===== src/rtl/mem_arbiter_pkg.sv =====
// Shared memory bus payloads plus arbiter state and owner encodings.
package mem_arbiter_pkg;

  localparam int unsigned ADDR_W = 32;
  localparam int unsigned DATA_W = 32;
  localparam int unsigned STRB_W = 4;

  typedef struct packed {
    logic              mem_valid;
    logic              mem_instr;
    logic [ADDR_W-1:0] mem_addr;
    logic [DATA_W-1:0] mem_wdata;
    logic [STRB_W-1:0] mem_wstrb;
  } mem_in_type;

  typedef struct packed {
    logic [DATA_W-1:0] mem_rdata;
    logic              mem_ready;
  } mem_out_type;

  typedef enum logic {
    IDLE = 1'b0,
    BUSY = 1'b1
  } state_t;

  localparam logic OWN_INSTR = 1'b0;
  localparam logic OWN_DATA  = 1'b1;

  // Returns 1 when the data side should win; a lone pending side always wins.
  function automatic logic pick_data(input logic pend_i, input logic pend_d,
                                     input logic last, input logic fixed);
    return pend_d && (!pend_i || fixed || (last == OWN_INSTR));
  endfunction

endpackage


===== src/rtl/mem_arbiter_slot.sv =====
// Per-side pending-request register; a new request is captured whenever the
// slot is empty or being retired on the same edge.
module arbiter_slot
  import mem_arbiter_pkg::*;
(
  input  logic       clock,
  input  logic       reset,
  input  mem_in_type req,
  input  logic       clear,
  output logic       pend_next_c,
  output mem_in_type slot_next_c
);

  logic       pend;
  mem_in_type slot;
  logic       capture;

  always_comb begin
    capture     = req.mem_valid && (!pend || clear);
    pend_next_c = capture || (pend && !clear);
    slot_next_c = capture ? req : slot;
  end

  always_ff @(posedge clock or posedge reset) begin
    if (reset) begin
      pend <= 1'b0;
      slot <= '0;
    end else begin
      pend <= pend_next_c;
      slot <= slot_next_c;
    end
  end

endmodule


===== src/rtl/mem_arbiter.sv =====
// Two-to-one arbiter merging instruction and data memory buses onto one
// shared port, one outstanding transaction at a time.
module mem_arbiter
  import mem_arbiter_pkg::*;
#(
  parameter int unsigned PRIORITY = 0
) (
  input  logic        clock,
  input  logic        reset,
  input  mem_in_type  imem_in,
  output mem_out_type imem_out,
  input  mem_in_type  dmem_in,
  output mem_out_type dmem_out,
  output mem_in_type  mem_in,
  input  mem_out_type mem_out
);

  localparam logic FIXED = (PRIORITY == 32'd1);

  state_t     state_q, state_d;
  logic       owner_q, owner_d;
  logic       last_q, last_d;
  mem_in_type mem_in_d;

  logic       done, clear_i, clear_d;
  logic       pend_i_n, pend_d_n;
  mem_in_type slot_i_n, slot_d_n;
  logic       last_eff, win, grant;

  assign done    = (state_q == BUSY) && mem_out.mem_ready;
  assign clear_i = done && (owner_q == OWN_INSTR);
  assign clear_d = done && (owner_q == OWN_DATA);

  arbiter_slot u_slot_i (
    .clock       (clock),
    .reset       (reset),
    .req         (imem_in),
    .clear       (clear_i),
    .pend_next_c (pend_i_n),
    .slot_next_c (slot_i_n)
  );

  arbiter_slot u_slot_d (
    .clock       (clock),
    .reset       (reset),
    .req         (dmem_in),
    .clear       (clear_d),
    .pend_next_c (pend_d_n),
    .slot_next_c (slot_d_n)
  );

  // Grant decisions look at next-cycle slot contents so a capture or a
  // completion issues on the very next cycle without a bubble.
  always_comb begin
    state_d            = state_q;
    owner_d            = owner_q;
    last_d             = last_q;
    mem_in_d           = mem_in;
    mem_in_d.mem_valid = 1'b0;
    grant              = 1'b0;
    last_eff           = (state_q == BUSY) ? owner_q : last_q;
    win                = pick_data(pend_i_n, pend_d_n, last_eff, FIXED) ? OWN_DATA : OWN_INSTR;

    if (state_q == IDLE) begin
      grant = pend_i_n || pend_d_n;
      if (grant) state_d = BUSY;
    end else if (mem_out.mem_ready) begin
      last_d = owner_q;
      grant  = pend_i_n || pend_d_n;
      if (!grant) state_d = IDLE;
    end

    if (grant) begin
      owner_d            = win;
      mem_in_d           = (win == OWN_DATA) ? slot_d_n : slot_i_n;
      mem_in_d.mem_valid = 1'b1;
    end
  end

  always_ff @(posedge clock or posedge reset) begin
    if (reset) begin
      state_q <= IDLE;
      owner_q <= OWN_INSTR;
      last_q  <= OWN_INSTR;
      mem_in  <= '0;
    end else begin
      state_q <= state_d;
      owner_q <= owner_d;
      last_q  <= last_d;
      mem_in  <= mem_in_d;
    end
  end

  // Completion goes only to the owner; read data is broadcast.
  always_comb begin
    imem_out.mem_rdata = mem_out.mem_rdata;
    dmem_out.mem_rdata = mem_out.mem_rdata;
    imem_out.mem_ready = clear_i;
    dmem_out.mem_ready = clear_d;
  end

endmodule

===== config.mk =====
export PLATFORM = sky130hd
export DESIGN_NAME = mem_arbiter
export DESIGN_NICKNAME = d
export VERILOG_FILES = /design/src/rtl/mem_arbiter_pkg.sv /design/src/rtl/mem_arbiter_slot.sv /design/src/rtl/mem_arbiter.sv
export SDC_FILE = /design/constraint.sdc
export NUM_CORES = 1
export LEC_CHECK = 0
export ABC_CLOCK_PERIOD_IN_PS = 3400
export BUFFER_PORTS_ARGS = -buffer_cell sky130_fd_sc_hd__buf_4
export CORE_ASPECT_RATIO = 0.7
export CORE_MARGIN = 10
export CORE_UTILIZATION = 35
export CTS_BUF_LIST = sky130_fd_sc_hd__clkbuf_4 sky130_fd_sc_hd__clkbuf_8
export DETAILED_ROUTE_END_ITERATION = 8
export SYNTH_ARGS = -nofsm -noshare
export SYNTH_HDL_FRONTEND = slang
export SYNTH_HIERARCHICAL = 1
export SYNTH_SLANG_ARGS = --single-unit

===== constraint.sdc =====
create_clock -name clock -period 3.4 [get_ports clock]
set_input_delay 1.02 -clock clock [delete_from_list [all_inputs] [get_ports clock]]
set_output_delay 1.02 -clock clock [all_outputs]
set_load 0.1 [all_outputs]

==> results.yml, run 1 <==
cells_and_area:
  diodes: 0
  area_growth_pct: 20.9
  n_fill_cell: 2667
  fin_area_um2: 12200
  fin_util: 0.434
  drive_gt1_frac: 0.472
  final_net_count: 1102
  seq_area_um2: 5330
  multi_input_area_um2: 3520
  instances_no_fill: 1319
power_and_ir_drop:
  finalPower_mw: 13.6
  leakage_nw: 5.36
  power_density_nw_per_um2: 1110
  ir_drop_v: 0.00122
floorplanning:
  start_util: 0.359
  core_area_um2: 28100
  die_y_um: 162
  num_io_pins: 311
  dieArea_um2: 36200
  die_x_um: 223
  row_count: 51
sta:
  setup_viol: 0
  setup_slack_ps: 718
  whs_ps: 490
  clock.fmax_mhz: 373
  max_slew.worst_pin.slew_ps: 941
  fin_crit_ps: 2680
  hold_violations: 0
  rsz0062_at_grt: "no"
  post-route-period-util: 0.789
  fin_skew_ps: 23.1
  relSlewSlack: 0.373
  setup_tns_ps: 0
  finalMaxSlewViolations: 0
setup_path:
  crit_path_cell_trace: "nand2_1 -> nor2_1 -> buf_4"
  cp_data_required_time_ps: 2380
  timing.critical_path.slowest_cell_delay_ps: 550
  crit_buf_inv: 1
  cp_max_fo: 7
  startpoint_type: "flip-flop"
  crit_family: "flip-flops"
  crit_arrival_ps: 1660
  end_kind: "output port"
  critPathKind: "reg2out"
  critical_path.slowest_cell: "dfrtp_1"
place:
  place_area_um2: 11500
  dp.cells: 1260
  hpwl_um: 19500
  place_ws_ps: 590
  io_buffers: 214
  place_congestion: 0.805
synth:
  syn_nets: 977
  yosys_warnings: 6
  syn_area_um2: 10100
  synth_cells: 802
  synth_area_per_cell_um2: 12.6
clock_tree:
  clk_pin_slew_ps: 60
  h-tree-depth: 2
  post_cts_buffers: 0
  cts_tree: "built"
  insertion_delay_ps: 530
  clockBufferDepth: 3
  clock-root-buffer: "clkbuf_8"
  clkSinkCount: 213
  cts.repair.resized: 0
  cts_buffers: 36
  hold_buffers: 0
grt:
  groute.layer.met1.usage: 0.218
  grt_max_degree: 74
  track_usage: 0.163
  grtUsageMet3: 0.0545
  grt_pass1_vias: 7832
  grt.met2_usage: 0.249
  grt_busiest_layer: "met2"
  grt_overflow: 0
  grt_pass1_wl_um: 47100
  grt_antenna_before_repair: 0
route:
  vias: 7204
  wl_per_cell_um: 23.2
  antenna_left: 0
  dr.pass1.iters: 5
  viasPerCell: 5.46
  wirelength_um: 30600
  drt-initial-drc-count: 594
  drcViolationCount: 0
run:
  cap_viol_max_count: 0
outcome:
  status: "completed"
hold_path:
  hold_class: "reg2reg"
-- cell usage in the layout, fill, tap and decap left out, drive strengths merged, types with 2 or more instances in the layout --
cell type  instances
mux2             139
clkinv             5
o211ai            69
nand2b             4
inv               72
buf              235
clkbuf            56
nand3              2
nand2              5
dfrtp            213
or2b               2
o2111ai          138
nor2               2
-- registers in the layout, summed over array words and instances (netlist names) --
| signal | flops |
|---|---|
| u_slot_d/slot | 69 |
| u_slot_i/slot | 69 |
| mem_in | 70 |
| u_slot_i/pend | 1 |
| state_q | 1 |
| u_slot_d/pend | 1 |
| owner_q | 1 |
| last_q | 1 |
-- routing by layer --
metal,vias to the layer above,part of all wire
met4,0,0.015
met1,3664,0.46
li1,3190,-
met2,305,0.45
met3,45,0.079
met5,-,0
-- area by class of cell --
type,count,area share
clock buffers,56,0.0559
inverters,75,0.0234
flip-flops and latches,213,0.437
well taps,371,0.0380
clock inverters,3,0.00143
multi-input cells,366,0.288
repair buffers,235,0.157
-- final timing paths --
kind                             startpoint                 to  slack [ps]  depth (start not counted)
setup / recovery                    state_q        imem_out[0]         720                          3
hold / removal             u_slot_i/slot[1]   u_slot_i/slot[1]         490                          1
setup reg to reg                    state_q         mem_in[30]        1070                          9
hold reg to reg            u_slot_i/slot[1]   u_slot_i/slot[1]         490                          1
max in group asynchronous             reset  u_slot_d/slot[31]        2100                          3
min in group asynchronous             reset  u_slot_i/slot[23]         590                          2
-- where the power goes --
part / internal (mW) / leakage (nW) / switching, mW
Clock: 1.27 / 0.374 / 1.03
Combinational: 2.04 / 2.45 / 4.97
Sequential: 3.78 / 2.53 / 0.501
No activity file was read; power rests on OpenSTA's default activity.
==> run 2: changes to the inputs <==
--- a/config.mk
+++ b/config.mk
@@ -5,7 +5,7 @@
 export SDC_FILE = /design/constraint.sdc
 export NUM_CORES = 1
 export LEC_CHECK = 0
-export ABC_CLOCK_PERIOD_IN_PS = 3400
+export ABC_CLOCK_PERIOD_IN_PS = 2200
 export BUFFER_PORTS_ARGS = -buffer_cell sky130_fd_sc_hd__buf_4
 export CORE_ASPECT_RATIO = 0.7
 export CORE_MARGIN = 10
==> constraint.sdc (replaced) <==
create_clock -name clock -period 2.2 [get_ports clock]
set_input_delay 0.66 -clock clock [delete_from_list [all_inputs] [get_ports clock]]
set_output_delay 0.66 -clock clock [all_outputs]
set_load 0.1 [all_outputs]
==> run 2 against run 1 <==
Critical path depth up 1. Combinational power rose by 60%. Final area is 2.2% higher. First-iteration DRC count shrank 20%. Critical path type unchanged. Largest power group unchanged.
==> results.yml, run 2 (synthesized netlist as in run 1, its figures left out) <==
route:
  dr.pass1.iters: 4
  drcViolationCount: 0
  antenna_left: 0
  viasPerCell: 5.37
  vias: 7201
  wirelength_um: 31200
  drt-initial-drc-count: 478
  wl_per_cell_um: 23.3
clock_tree:
  cts_tree: "built"
  hold_buffers: 0
  cts_buffers: 36
  h-tree-depth: 2
  clkSinkCount: 213
  clockBufferDepth: 3
  clk_pin_slew_ps: 70
  clock-root-buffer: "clkbuf_8"
  insertion_delay_ps: 530
setup_path:
  worstSetupStartpoint: "owner_q"
  cp_data_required_time_ps: 1540
  startpoint_type: "flip-flop"
  critPathKind: "reg2out"
  cp_max_fo: 5
  end_kind: "output port"
  r2r-start: "state_q"
  crit_arrival_ps: 1450
sta:
  whs_ps: 294
  relSlewSlack: 0.585
  clock.fmax_mhz: 474
  setup_tns_ps: 0
  fin_crit_ps: 2110
  max_slew.worst_pin.slew_ps: 609
  hold_violations: 0
  setup_slack_ps: 88.2
  post-route-period-util: 0.960
  fin_skew_ps: 23.4
  setup_viol: 0
  finalMaxSlewViolations: 0
  rsz0062_at_grt: "no"
hold_path:
  hold_class: "in2async"
grt:
  grt_overflow: 0
  grt_pass1_wl_um: 48600
  grt_pass1_vias: 7889
  grt_max_degree: 74
  grt_antenna_before_repair: 1
  track_usage: 0.169
place:
  io_buffers: 214
  hpwl_um: 21300
  place_congestion: 0.819
  dp.cells: 1284
  place_area_um2: 11800
  place_ws_ps: -96.8
cells_and_area:
  drive_gt1_frac: 0.485
  fin_util: 0.443
  layout_commonest_cell: "buf_4"
  largest_reg_flops: 70
  final_net_count: 1127
  final_cell_mix: "241 x buf_4, 212 x dfrtp_1, 138 x o2111ai_1, 126 x mux2_2, 70 x inv_1"
  regMostFlops: "mem_in"
  top_regs: "mem_in (70), u_slot_d/slot (69), u_slot_i/slot (69)"
  fin_area_um2: 12500
  area_growth_pct: 23.5
  diodes: 0
  instances_no_fill: 1341
power_and_ir_drop:
  power_density_nw_per_um2: 1710
  leakage_nw: 5.48
  ir_drop_v: 0.00189
  finalPower_mw: 21.3
outcome:
  status: "completed"
floorplanning:
  die_y_um: 162
  dieArea_um2: 36200
  start_util: 0.359
  row_count: 51
  num_io_pins: 311
  core_area_um2: 28100
  die_x_um: 223
run:
  cap_viol_max_count: 0
## run 2: power breakdown
part	switching [mW]	total [mW]	internal, mW
Combinational	7.77	11.2	3.42
Clock	1.55	3.50	1.95
Sequential	0.772	6.62	5.85
## run 2: area by class of cell
type | count | area [µm²]
inverter | 75 | 293
multi-input combinational | 366 | 3520
sequential | 213 | 5330
timing repair buffer | 260 | 2180
tap | 371 | 464
fill | 2600 | 15700
clock buffer | 55 | 682
clock inverter | 1 | 5.00
## run 2: path summary, 6_finish.rpt
check	cells past startpoint	slack [ps]	end
max	4	90	dmem_out[0]
min	3	290	u_slot_i/slot[46]
max reg2reg	8	250	mem_in[68]
min reg2reg	1	490	u_slot_i/slot[23]
max in group asynchronous	3	1430	u_slot_i/slot[63]
min in group clock	2	380	u_slot_d/slot[40]
## run 2: metal layers
layer / vias to the layer above / global-route usage / share of wire
li1: 3258 / - / -
met1: 3592 / 0.232 / 0.46
met2: 309 / 0.249 / 0.44
met3: 40 / 0.0608 / 0.084
met4: 2 / 0.0401 / 0.013
met5: - / 0 / 0.00054
## run 2: critical path: stages (launching register included)
cell and delay, ps:
dfrtp_2 430, nand3_1 110, inv_1 70, buf_4 140, buf_8 160
## run 2: what timing repair did
item / CTS / global route
buffers inserted: 0 / 1
endpoints found under the setup margin: 1 / 1
gates resized for setup: 2 / 1
